File: src/rtl/cardio_feature_loader_if.sv
// cardio_feature_loader_if: bundles the raw feature stream, the classifier link, the result stream and the frame-length error flag
// slave: the loader's view (takes s_*, cls_in, m_ready; drives s_ready, feat_vec, m_valid, m_class, err_len); master: the opposite side
interface cardio_feature_loader_if #(
  parameter int NUM_FEAT = 21,
  parameter int FEAT_W = 4,
  parameter int IN_W = 8,
  parameter int CLS_W = 2
);
  logic s_valid;
  logic s_ready;
  logic [IN_W-1:0] s_data;
  logic s_last;
  logic [NUM_FEAT*FEAT_W-1:0] feat_vec;
  logic [CLS_W-1:0] cls_in;
  logic m_valid;
  logic m_ready;
  logic [CLS_W-1:0] m_class;
  logic err_len;
  modport slave(input s_valid, s_data, s_last, cls_in, m_ready, output s_ready, feat_vec, m_valid, m_class, err_len);
  modport master(output s_valid, s_data, s_last, cls_in, m_ready, input s_ready, feat_vec, m_valid, m_class, err_len);
endinterface

File: src/rtl/cardio_feature_loader.sv
// cardio_feature_loader: quantizes raw feature beats into a held packed vector and registers the classifier's answer
// ports: clk; rst_n synchronous active-low; bus (slave) carries the s_* beat stream, feat_vec/cls_in classifier link, m_* result stream and err_len pulse
module cardio_feature_loader #(
  parameter int NUM_FEAT = 21,
  parameter int FEAT_W = 4,
  parameter int IN_W = 8,
  parameter int Q_SHIFT = 4,
  parameter int CLS_W = 2,
  parameter int SETTLE_CYC = 1
) (
  input logic clk,
  input logic rst_n,
  cardio_feature_loader_if.slave bus
);
  localparam int IDX_W = $clog2(NUM_FEAT);
  localparam int CNT_W = $clog2(SETTLE_CYC + 1);
  localparam logic [IN_W-1:0] Q_MAX = IN_W'((1 << FEAT_W) - 1);
  typedef enum logic [1:0] {LOAD, DRAIN, SETTLE, OUT} state_t;
  state_t state, state_nxt;
  logic [IDX_W-1:0] idx;
  logic [CNT_W-1:0] cnt;
  logic [IN_W-1:0] shifted;
  logic [FEAT_W-1:0] q;
  logic acc, last_slot, settle_done;
  assign shifted = bus.s_data >> Q_SHIFT;
  assign q = shifted > Q_MAX ? FEAT_W'(Q_MAX) : FEAT_W'(shifted);
  // rst_n gates s_ready directly so upstream sees no acceptance while reset is held
  assign bus.s_ready = rst_n & (state == LOAD || state == DRAIN);
  assign acc = bus.s_valid & bus.s_ready;
  assign last_slot = idx == IDX_W'(NUM_FEAT - 1);
  assign settle_done = cnt == CNT_W'(SETTLE_CYC - 1);
  always_comb begin
    state_nxt = state;
    case (state)
      LOAD:    state_nxt = acc && last_slot ? (bus.s_last ? SETTLE : DRAIN) : LOAD;
      DRAIN:   state_nxt = acc && bus.s_last ? LOAD : DRAIN;
      SETTLE:  state_nxt = settle_done ? OUT : SETTLE;
      default: state_nxt = bus.m_valid && bus.m_ready ? LOAD : OUT;
    endcase
  end
  always_ff @(posedge clk) begin
    if (!rst_n) begin
      state <= LOAD;
      idx <= '0;
      cnt <= '0;
      bus.feat_vec <= '0;
      bus.m_valid <= 1'b0;
      bus.m_class <= '0;
      bus.err_len <= 1'b0;
    end else begin
      state <= state_nxt;
      bus.err_len <= 1'b0;
      if (state == LOAD && acc) begin
        bus.feat_vec[idx*FEAT_W +: FEAT_W] <= q;
        idx <= bus.s_last || last_slot ? '0 : idx + 1'b1;
        // exactly one of "frame ended" and "vector full" means the length was wrong
        bus.err_len <= bus.s_last ^ last_slot;
      end
      cnt <= state == SETTLE && !settle_done ? cnt + 1'b1 : '0;
      if (state == SETTLE && settle_done) begin
        bus.m_valid <= 1'b1;
        bus.m_class <= bus.cls_in;
      end
      if (state == OUT && bus.m_ready) bus.m_valid <= 1'b0;
    end
  end
endmodule

File: src/flat_wrapper.sv
// flat-port wrapper written by rule: the top's interface ports become plain ports
module cardio_feature_loader_flat 
#(
  parameter int NUM_FEAT = 21,
  parameter int FEAT_W = 4,
  parameter int IN_W = 8,
  parameter int Q_SHIFT = 4,
  parameter int CLS_W = 2,
  parameter int SETTLE_CYC = 1
)
  (clk, rst_n, bus_s_valid, bus_s_data, bus_s_last, bus_cls_in, bus_m_ready, bus_s_ready, bus_feat_vec, bus_m_valid, bus_m_class, bus_err_len);
  cardio_feature_loader_if #(.NUM_FEAT(NUM_FEAT), .FEAT_W(FEAT_W), .IN_W(IN_W), .CLS_W(CLS_W)) bus_i ();
  input logic clk;
  input logic rst_n;
  input wire logic [$bits(bus_i.s_valid)-1:0] bus_s_valid;
  input wire logic [$bits(bus_i.s_data)-1:0] bus_s_data;
  input wire logic [$bits(bus_i.s_last)-1:0] bus_s_last;
  input wire logic [$bits(bus_i.cls_in)-1:0] bus_cls_in;
  input wire logic [$bits(bus_i.m_ready)-1:0] bus_m_ready;
  output wire logic [$bits(bus_i.s_ready)-1:0] bus_s_ready;
  output wire logic [$bits(bus_i.feat_vec)-1:0] bus_feat_vec;
  output wire logic [$bits(bus_i.m_valid)-1:0] bus_m_valid;
  output wire logic [$bits(bus_i.m_class)-1:0] bus_m_class;
  output wire logic [$bits(bus_i.err_len)-1:0] bus_err_len;
  assign bus_i.s_valid = bus_s_valid;
  assign bus_i.s_data = bus_s_data;
  assign bus_i.s_last = bus_s_last;
  assign bus_i.cls_in = bus_cls_in;
  assign bus_i.m_ready = bus_m_ready;
  assign bus_s_ready = bus_i.s_ready;
  assign bus_feat_vec = bus_i.feat_vec;
  assign bus_m_valid = bus_i.m_valid;
  assign bus_m_class = bus_i.m_class;
  assign bus_err_len = bus_i.err_len;
  cardio_feature_loader #(.NUM_FEAT(NUM_FEAT), .FEAT_W(FEAT_W), .IN_W(IN_W), .Q_SHIFT(Q_SHIFT), .CLS_W(CLS_W), .SETTLE_CYC(SETTLE_CYC)) u_core (.clk(clk), .rst_n(rst_n), .bus(bus_i));
endmodule
File: config.mk
export PLATFORM = sky130hd
export DESIGN_NAME = cardio_feature_loader_flat
export DESIGN_NICKNAME = d
export VERILOG_FILES = /design/src/rtl/cardio_feature_loader_if.sv /design/src/rtl/cardio_feature_loader.sv /design/src/flat_wrapper.sv
export SDC_FILE = /design/constraint.sdc
export NUM_CORES = 1
export LEC_CHECK = 0
export ABC_CLOCK_PERIOD_IN_PS = 3100
export CAP_MARGIN = 20
export CORE_ASPECT_RATIO = 1.2
export CORE_MARGIN = 5
export CORE_UTILIZATION = 49
export CTS_CLUSTER_SIZE = 14
export DETAILED_ROUTE_END_ITERATION = 8
export GPL_TIMING_DRIVEN = 0
export PLACE_DENSITY = 0.9
export REMOVE_ABC_BUFFERS = 1
export SLEW_MARGIN = 10
export SYNTH_ARGS = -nofsm -noshare
export SYNTH_HDL_FRONTEND = slang
export SYNTH_SLANG_ARGS = --single-unit
File: constraint.sdc
create_clock -name clk -period 3.1 [get_ports clk]
set_input_delay 0.31 -clock clk [delete_from_list [all_inputs] [get_ports clk]]
set_output_delay 0.31 -clock clk [all_outputs]
set_load 0.005 [all_outputs]
==> results of run 1 <==
cell families after synthesis:
kind of cell,share of synthesized area (%)
AO/OA/AOI/OAI,3.44
XOR/XNOR,1.65
adder cells (fa/ha/maj),1.18
buffers and inverters,4.29
flip-flops,45.1
multiplexers,19.8
other,0.0881
AND/OR/NAND/NOR,24.5
flip-flops by register name, indices dropped and copies added (netlist names):
register and flops:
u_core.bus.feat_vec 84, u_core.bus.m_valid 1, u_core.idx 5, u_core.bus.m_class 2, u_core.cnt 1, u_core.bus.err_len 1
u_core.state 2
metrics by stage:
stage	hold WS, ns	utilization, %	setup TNS [ns]	instances
floorplan	0.448	-	0	424
global placement	0.442	61.6	-189.53	640
detailed placement	0.450	61.9	-3.78	641
CTS	0.394	64.8	0	657
global route	0.435	64.9	-0.539	658
finish	0.412	64.9	0	658
routing by layer:
layer	global-route usage (%)	part of all wire, %	routed length, um	vias up
met3	2.88	4.3	451	16
met5	0	0	0	-
met4	11.7	2.3	239	0
li1	-	-	-	1721
met2	34.3	52	5390	101
met1	24.8	42	4360	1660
critical path, cell delays in order (launching register included):
cell and delay, ns:
dfxtp_4 0.45, inv_1 0.08, ha_1 0.33, nor3b_1 0.20
ha_1 0.41, nand2_1 0.12, mux2i_2 0.61, nand3_1 0.36
mux2i_1 0.20
worst paths after layout:
path	from	end	slack, ns	cells after the start
hold / removal	rst_n	u_core.bus.feat_vec[48]$_SDFFE_PN0P_	0.41	3
hold reg to reg	u_core.bus.feat_vec[3]$_SDFFE_PN0P_	u_core.bus.feat_vec[3]$_SDFFE_PN0P_	0.46	2
setup reg to reg	u_core.idx[0]$_SDFFE_PN0P_	u_core.bus.feat_vec[63]$_SDFFE_PN0P_	0.22	8
setup / recovery	u_core.idx[0]$_SDFFE_PN0P_	u_core.bus.feat_vec[63]$_SDFFE_PN0P_	0.22	8
repair_timing:
action | in CTS | in global routing
setup buffers | 0 | 1
gates resized for setup | 2 | 3
hold buffers | 0 | 0
pin swaps | 0 | 1
setup endpoints to repair | 24 | 62
final cells by class:
type	count	area, um^2	share of cell area [%]
tap	117	146	2.65
clock inverter	6	116	2.10
clock buffer	10	128	2.31
multi-input combinational	319	2160	39.0
sequential	96	1930	34.8
inverter	9	33.8	0.611
timing repair buffer	101	1020	18.5
power groups by stage:
stage	combinational, uW	clock (uW)	sequential [uW]
global route	176	1060	1250
detailed placement	159	0	1270
global placement	151	0	1270
finish	162	979	1250
CTS	161	998	1250
floorplan	84.5	0	1270
placed cells by master (no fill, tap or decap), types with 4 or more instances in the layout:
master           instances
nand4_1                 12
nand2_1                111
ha_1                     4
nor3_1                   4
clkbuf_8                 9
dfxtp_1                 94
a21oi_1                  8
and2_1                   7
xnor2_1                  4
nor2_1                   9
and3_1                   4
xor2_1                   4
clkdlybuf4s50_1         98
mux2i_1                 83
nand3_1                 26
inv_1                    8
==> summary.md, run 1 <==
| Metric | Value |
|---|---|
| Tot GR Track Use | `20.5%` |
| DIE AREA | `0.0107 mm^2` |
| Layout Skew | `0.0103 ns` |
| Final period util | `92.9%` |
| Antenna fix cells | `0` |
| CTS HTree Levels | `3` |
| Data arrival, critical path | `3.13 ns` |
| Placed Instance Area | `0.00527 mm^2` |
| Clock power frac | `41.0%` |
| Slew Limit Fails | `0` |
| Critical path class | `flip-flop to flip-flop` |
| Area delta synth->final | `30.0%` |
| Post-synth top area share | `45.1%` |
| Critical path peak fanout | `14` |
| Status | `finished, final reports clean` |
| Slew @ Worst Pin | `0.930 ns` |
| Initial Util | `50.0%` |
| Total power | `2390 uW` |
| Comb pwr share | `6.8%` |
| Synth top area cells | `dfxtp_1 (45%), mux2i_1 (20%), nand2_1 (9.8%)` |
| CTS clock-pin slew for the worst setup and hold paths | `0.09 ns` |
| Share of layout cells above drive strength 1 | `7.02%` |
| Core area | `0.00852 mm^2` |
| Row cnt | `37` |
| Max-cap violations | `0` |
| Detailed Route WL | `10.4 mm` |
| Synth area leader | `dfxtp_1` |
| Drt pass-1 iters | `4` |
| HPWL Detailed | `7.61 mm` |
| DRC | `0` |
| Initial antenna violation count | `0` |
| Clk root buf | `clkbuf_8` |
| # port buffers | `99` |
| Leakage | `0.00224 uW` |
| Fill count | `727` |
| Worst Setup End Kind | `flip-flop` |
| Relative slew slack | `37.2%` |
| Synth cell count leaders | `nand2_1 (111), dfxtp_1 (96), mux2i_1 (84), nand3_1 (26), clkbuf_1 (13)` |
| Int Power | `1840 uW` |
| RSZ-0062 raised after global routing | `true` |
| Required @ worst endpoint | `3.35 ns` |
| CTS tree | `yes` |
| Sw Ratio | `23.1%` |
| Die Span Y | `112 um` |
| Clk_lat worst skew | `0.37 ns` |
| Hold Crit Class | `primary input to flip-flop` |
| Pre-CTS WS | `-0.273 ns` |
| Design Area, Final | `0.00553 mm^2` |
| Mean routed wirelength per cell | `15.9 um` |
| Switching power | `550 uW` |
| Vias/cell | `5.32` |
| Num Clock Sinks | `96` |
| Total CTS buffers | `9` |
| Final nets | `555` |
| Yosys Warn Count | `0` |
| Part of the power in registers | `52.2%` |
| Overflow left after global routing | `0` |
| FF+latch count, synth | `96` |
| Chip width | `95.1 um` |
| Post-synth EDFFs | `0` |
| Final Setup Violations | `0` |
| Fmax | `347 MHz` |
| I/O pin cnt | `104` |
| Startpoint types | `flip-flop` |
| Vias | `3498` |
| Final Hold Viols | `0` |
| PwrDens | `431 mW/mm^2` |
| Maximum clock insertion buffer count | `2` |
| Syn Area/Cell | `9.40 um^2` |
| Routability Congestion | `0.831` |
| Vias in the first global route | `3620` |
| Worst setup margin | `0.220 ns` |
| Final ANT Viol Nets | `0` |
| Most frequent cell after synthesis | `nand2_1` |
| Post-synth cell types | `52` |
| Gate Count Post-Synth | `453` |
| First-pass GRT wire length | `17.4 mm` |
| Pin count of the biggest net entering global routing | `72` |
| Min Tclk post-route | `2.88 ns` |
| Cell area after synthesis | `0.00426 mm^2` |
| Peak supply drop | `0.269 mV` |
| Ys async rst share | `0%` |
| DRT iter0 DRCs | `287` |
| Synth Flop Type | `dfxtp_1` |
| Register area share after synthesis | `45.1%` |
Note: power is estimated with default switching activity, not from simulation.
==> run 2, diff against run 1 <==
Settings changed: CORE_UTILIZATION 49 to 45, PLACE_DENSITY 0.9 to 0.85.
==> run 2 against run 1 <==
  * Power increased by 8.8%
  * Final cell count is 0.76% higher
  * Hold slack better by 0.036 ns
  * Core utilization is 4.9 points lower
  * Sequential share of layout area down 0.62 points
  * Critical path depth is the same
  * First-iteration DRC count shrank 18%
  * Highest routed layer unchanged
  * Die area rose by 8.0%
  * Wire length up 3.6%
  * Non-clock buffer count unchanged
  * Clock skew is 0.0028 ns lower
==> summary.md, run 2 (synthesized netlist as in run 1, its figures left out) <==
| Metric | Value |
|---|---|
| Reg with most FFs | `u_core.bus.feat_vec` |
| Peak supply drop | `0.276 mV (+2.4%)` |
| Vias/cell | `5.28 (-0.67%)` |
| Required @ worst endpoint | `3.37 ns (+0.02 ns)` |
| Final nets | `555 (unchanged)` |
| # port buffers | `99 (unchanged)` |
| Startpoint types | `flip-flop` |
| Routability Congestion | `0.832 (about the same)` |
| Vias | `3501 (+0.086%)` |
| Pin count of the biggest net entering global routing | `70 (-2.8%)` |
| Int Power | `2020 uW (+10%)` |
| First-pass GRT wire length | `17.4 mm (-0.24%)` |
| Most frequent cells in the layout | `nand2_1 (111), clkdlybuf4s50_1 (98), dfxtp_1 (94)` |
| Num Clock Sinks | `96 (unchanged)` |
| Initial Util | `45.4% (-4.5 points)` |
| Share of layout cells above drive strength 1 | `7.41% (+0.38 points)` |
| Placed insts | `647 (+0.94%)` |
| Hold Crit Class | `primary input to flip-flop` |
| Tot GR Track Use | `18.7% (-1.8 points)` |
| Overflow left after global routing | `0 (unchanged)` |
| PwrDens | `461 mW/mm^2 (+7.0%)` |
| Critical path peak fanout | `14 (unchanged)` |
| Max reg flops | `84 (unchanged)` |
| CTS clock-pin slew for the worst setup and hold paths | `0.06 ns (-0.03 ns)` |
| Total CTS buffers | `9 (unchanged)` |
| Die Span Y | `117 um (+4.0%)` |
| Worst Setup End Kind | `flip-flop` |
| Area delta synth->final | `32.1%` |
| Leakage | `0.00227 uW (+1.4%)` |
| Core area | `0.00937 mm^2 (+10%)` |
| # hold bufs at CTS | `0 (unchanged)` |
| Largest regs | `u_core.bus.feat_vec (84), u_core.idx (5)` |
| DIE AREA | `0.0115 mm^2 (+8.0%)` |
| Row cnt | `39 (+5.4%)` |
| Slew @ Worst Pin | `0.687 ns (-0.243 ns)` |
| Fmax | `343 MHz (-1.2%)` |
| Initial antenna violation count | `0 (unchanged)` |
| Sw Ratio | `22.1% (-0.93 points)` |
| Layout Skew | `0.00754 ns (-0.00277 ns)` |
| Slew Limit Fails | `0 (unchanged)` |
| Critical path class | `flip-flop to flip-flop` |
| DRT iter0 DRCs | `235 (-18%)` |
| I/O pin cnt | `104 (unchanged)` |
| Antenna fix cells | `0 (unchanged)` |
| Mean routed wirelength per cell | `16.3 um (+2.8%)` |
| Setup_tns | `0 ns (unchanged)` |
| Commonest non-fill, non-tap cell in the layout | `nand2_1` |
| Relative slew slack | `53.9% (+17 points)` |
| Final period util | `94.0% (+1.1 points)` |
| Clock power frac | `45.6% (+4.6 points)` |
| Final Setup Violations | `0 (unchanged)` |
| Maximum clock insertion buffer count | `2 (unchanged)` |
| Data arrival, critical path | `3.19 ns (+0.06 ns)` |
| Clk root buf | `clkbuf_16` |
| Final ANT Viol Nets | `0 (unchanged)` |
| DRC | `0 (unchanged)` |
| Final Hold Viols | `0 (unchanged)` |
| Fill count | `805 (+11%)` |
| Detailed Route WL | `10.8 mm (+3.6%)` |
| RSZ-0062 raised after global routing | `false` |
| Clk_lat worst skew | `0.34 ns (-0.03 ns)` |
| Post-CTS Setup Inserts | `0 (unchanged)` |
| Switching power | `574 uW (+4.4%)` |
| Drt pass-1 iters | `4 (unchanged)` |
| Comb pwr share | `6.4% (-0.4 points)` |
| Vias in the first global route | `3505 (-3.2%)` |
| Chip width | `98.8 um (+3.9%)` |
| CTS HTree Levels | `3 (unchanged)` |
| HPWL Detailed | `7.83 mm (+2.8%)` |
| Max-cap violations | `0 (unchanged)` |
| Part of the power in registers | `48.0% (-4.2 points)` |
| Finished Layout Cells | `663 (+0.76%)` |
| CTS tree | `yes` |
| Min Tclk post-route | `2.91 ns (+0.0350 ns)` |
| Status | `finished, final reports clean` |
-- run 2: metal layers --
metal  global-route usage, %  share of wire [%]
met1                    21.9                 42
met2                    32.9                 51
met3                    4.12                4.3
met4                    7.92                2.2
met5                       0                  0
-- run 2: path summary, 6_finish.rpt --
kind                                                     startpoint                                    to  slack [ns]  cells after the start
worst max-delay path                     u_core.idx[0]$_SDFFE_PN0P_  u_core.bus.feat_vec[27]$_SDFFE_PN0P_        0.19                      8
worst min-delay path                                          rst_n  u_core.bus.feat_vec[48]$_SDFFE_PN0P_        0.45                      3
worst max register to register           u_core.idx[0]$_SDFFE_PN0P_  u_core.bus.feat_vec[27]$_SDFFE_PN0P_        0.19                      8
worst min register to register  u_core.bus.feat_vec[2]$_SDFFE_PN0P_   u_core.bus.feat_vec[2]$_SDFFE_PN0P_        0.46                      2
-- run 2: power groups by stage --
stage / logic [uW] / registers (uW) / clock network (uW)
global placement: 151 / 1270 / 0
floorplan: 84.5 / 1270 / 0
global route: 180 / 1250 / 1260
detailed placement: 159 / 1270 / 0
finish: 166 / 1250 / 1180
CTS: 163 / 1250 / 1200
-- run 2: metrics by stage --
stage | cell area [um^2] | hold slack, ns | utilization (%) | power, uW | setup slack, ns
after floorplan | 4110 | 0.448 | - | 1360 | 0.424
after global placement | 5250 | 0.444 | 56.1 | 1420 | -2.21
after detailed placement | 5280 | 0.452 | 56.3 | 1430 | -0.335
after CTS | 5610 | 0.449 | 59.9 | 2610 | 0.0500
after global routing | 5620 | 0.476 | 60.0 | 2690 | 0.00598
final | 5620 | 0.448 | 60.0 | 2590 | 0.185
-- run 2: what timing repair did --
item / CTS / global route
pin swaps: 0 / 1
endpoints found under the hold margin: 0 / 0
setup endpoints to repair: 46 / 45
resized for setup: 3 / 4
-- run 2: critical path, stage by stage, from the launching register on --
cell and delay [ns]:
dfxtp_2 0.51, inv_1 0.11, ha_1 0.34, nor3b_1 0.21, ha_1 0.44, inv_1 0.14
or3_4 0.43, nor3_2 0.43, mux2i_1 0.23
-- run 2: area by class of cell --
type / instances / area [um^2] / share of cell area (%)
Timing Repair Buffer: 101 / 1020 / 18.2
Sequential cell: 96 / 1920 / 34.2
Clock inverter: 5 / 81.3 / 1.45
Clock buffer: 10 / 239 / 4.25
Multi-Input combinational cell: 319 / 2170 / 38.6
Inverter: 9 / 33.8 / 0.601
Tap cell: 123 / 154 / 2.74
==> run 3, diff against run 2 <==
Settings changed: CORE_UTILIZATION 45 to 35, PLACE_DENSITY 0.85 to 0.63.
==> run 3 against run 2 <==
  * Fmax up 1.9%
  * Cell area up 1.1%
  * Global-route usage down 3.7 points
  * Hold slack about the same
  * Largest power group unchanged
==> summary.md, run 3 (synthesized netlist as in run 1, its figures left out) <==
| Metric | Value |
|---|---|
| Leakage | `0.00228 uW (+0.45%)` |
| Required @ worst endpoint | `3.30 ns (-0.07 ns)` |
| Min-Delay Startpoint | `rst_n` |
| Status | `finished, final reports clean` |
| Finished Layout Cells | `701 (+5.7%)` |
| DRT iter0 DRCs | `118 (-50%)` |
| Tot GR Track Use | `15.0% (-3.7 points)` |
| Slew @ Worst Pin | `0.925 ns (+0.238 ns)` |
| Relative slew slack | `37.5% (-16 points)` |
| Util after Layout | `47.4% (-13 points)` |
| Startpoint types | `flip-flop` |
| Detailed Route WL | `10.9 mm (+0.43%)` |
| Placed insts | `685 (+5.9%)` |
| WHS | `0.448 ns (+0.000152 ns)` |
| Commonest non-fill, non-tap cell in the layout | `nand2_1` |
| Clock power frac | `46.7% (+1.1 points)` |
| First-pass GRT wire length | `17.8 mm (+2.5%)` |
| Final Setup Violations | `0 (unchanged)` |
| WHS Path Cells | `3 (unchanged)` |
| Final period util | `92.3% (-1.7 points)` |
| Chip width | `111 um (+12%)` |
| Final ANT Viol Nets | `0 (unchanged)` |
| # hold bufs at CTS | `0 (unchanged)` |
| Num Clock Sinks | `96 (unchanged)` |
| CTS tree | `yes` |
| Worst Setup End Kind | `flip-flop` |
| Setup_tns | `0 ns (unchanged)` |
| Clk root buf | `clkbuf_16` |
| Drt pass-1 iters | `4 (unchanged)` |
| CTS HTree Levels | `3 (unchanged)` |
| Reg2reg path depth | `8 (unchanged)` |
| Final nets | `554 (-0.18%)` |
| Total CTS buffers | `9 (unchanged)` |
| Most frequent cells in the layout | `nand2_1 (111), clkdlybuf4s50_1 (98), dfxtp_1 (94)` |
| Hold Crit Class | `primary input to flip-flop` |
| Maximum clock insertion buffer count | `2 (unchanged)` |
| Clk_lat worst skew | `0.34 ns (about the same)` |
| Antenna fix cells | `0 (unchanged)` |
| Overflow left after global routing | `0 (unchanged)` |
| Vias | `3431 (-2.0%)` |
| Core area | `0.0120 mm^2 (+28%)` |
| Max-cap violations | `0 (unchanged)` |
| Pin count of the biggest net entering global routing | `74 (+5.7%)` |
| Largest regs | `u_core.bus.feat_vec (84), u_core.idx (5)` |
| Data arrival, critical path | `3.06 ns (-0.13 ns)` |
| Part of the power in registers | `47.1% (-0.9 points)` |
| Total power | `2650 uW (+2.0%)` |
| PwrDens | `465 mW/mm^2 (+0.84%)` |
| Worst Hold End | `u_core.bus.feat_vec[34]$_SDFFE_PN0P_` |
| # resized after CTS | `1 (-2)` |
| Die Span Y | `131 um (+12%)` |
| Post-CTS Setup Inserts | `0 (unchanged)` |
| # port buffers | `99 (unchanged)` |
| Reg with most FFs | `u_core.bus.feat_vec` |
| Comb pwr share | `6.2% (-0.2 points)` |
| Reg2reg setup slack | `0.24 ns (+0.05 ns)` |
| CTS clock-pin slew for the worst setup and hold paths | `0.07 ns (about the same)` |
| Switching power | `575 uW (about the same)` |
| Initial antenna violation count | `0 (unchanged)` |
| Row cnt | `44 (+13%)` |
| HPWL Detailed | `7.91 mm (+1.1%)` |
| Area delta synth->final | `33.6%` |
| Vias/cell | `4.89 (-7.3%)` |
| Slew Limit Fails | `0 (unchanged)` |
| Critical path peak fanout | `14 (unchanged)` |
| DIE AREA | `0.0145 mm^2 (+26%)` |
| Fill count | `1193 (+48%)` |
| R2R Path End | `u_core.bus.feat_vec[35]$_SDFFE_PN0P_` |
| RSZ-0062 raised after global routing | `false` |
| Share of layout cells above drive strength 1 | `7.41% (unchanged)` |
| Mean routed wirelength per cell | `15.5 um (-5.0%)` |
| Fmax | `349 MHz (+1.9%)` |
| Peak supply drop | `0.256 mV (-7.0%)` |
| I/O pin cnt | `104 (unchanged)` |
| DRC | `0 (unchanged)` |
| Min Tclk post-route | `2.86 ns (-0.0533 ns)` |
| Critical path class | `flip-flop to flip-flop` |
| Layout Skew | `0.00714 ns (-0.000400 ns)` |
| Int Power | `2070 uW (+2.5%)` |
| Initial Util | `35.5% (-10 points)` |
| Worst R2R Start | `u_core.idx[0]$_SDFFE_PN0P_` |
| Max reg flops | `84 (unchanged)` |
| Sw Ratio | `21.7% (-0.40 points)` |
| Vias in the first global route | `3525 (+0.57%)` |
| Final Hold Viols | `0 (unchanged)` |
| Routability Congestion | `0.829 (-0.31%)` |
-- run 3: power groups by stage --
| stage | registers (uW) | clock network [uW] | logic, uW |
|---|---|---|---|
| 3_5_place_dp | 1270 | 0 | 161 |
| 2_1_floorplan | 1270 | 0 | 84.5 |
| 3_3_place_gp | 1270 | 0 | 156 |
| 6_report | 1250 | 1240 | 164 |
| 5_1_grt | 1250 | 1310 | 179 |
| 4_1_cts | 1250 | 1260 | 163 |
-- run 3: cell type report --
class | count | area [um^2] | area share [%]
clock buffers | 12 | 267 | 4.69
repair buffers | 100 | 1020 | 17.9
inverters | 9 | 33.8 | 0.594
well taps | 161 | 201 | 3.54
multi-input cells | 319 | 2170 | 38.2
flip-flops and latches | 96 | 1920 | 33.8
clock inverters | 4 | 73.8 | 1.30
-- run 3: worst max-delay path by stage --
stage | startpoint | end | slack, ns | cells past startpoint
after floorplan | u_core.idx[0]$_SDFFE_PN0P_ | u_core.bus.feat_vec[63]$_SDFFE_PN0P_ | 0.42 | 8
after global placement | rst_n | u_core.bus.feat_vec[70]$_SDFFE_PN0P_ | -2.35 | 5
after detailed placement | u_core.idx[0]$_SDFFE_PN0P_ | u_core.bus.feat_vec[54]$_SDFFE_PN0P_ | -0.32 | 8
after CTS | u_core.idx[0]$_SDFFE_PN0P_ | u_core.bus.feat_vec[54]$_SDFFE_PN0P_ | -0.06 | 8
after global routing | u_core.idx[0]$_SDFFE_PN0P_ | u_core.bus.feat_vec[35]$_SDFFE_PN0P_ | 0.004 | 8
final | u_core.idx[0]$_SDFFE_PN0P_ | u_core.bus.feat_vec[35]$_SDFFE_PN0P_ | 0.24 | 8
-- run 3: worst max-delay path: stages, from the launching register on --
cell and delay, ns:
dfxtp_2 0.49, inv_1 0.10, ha_1 0.34, nor3b_1 0.19
ha_1 0.41, inv_1 0.14, a2111oi_4 0.48, nand4_1 0.36
mux2i_1 0.22
-- run 3: through the flow --
stage | setup WS (ns) | instance area [um^2]
5_1_grt | 0.00422 | 5690
3_5_place_dp | -0.318 | 5330
2_1_floorplan | 0.424 | 4110
3_3_place_gp | -2.35 | 5300
6_report | 0.238 | 5690
4_1_cts | -0.0613 | 5670
-- run 3: layer usage --
layer	track usage [%]	wire length, um	vias up
li1	-	-	1711
met1	17.9	4730	1639
met2	26.7	5500	68
met3	3.50	422	13
met4	5.51	216	0
met5	0	0	-
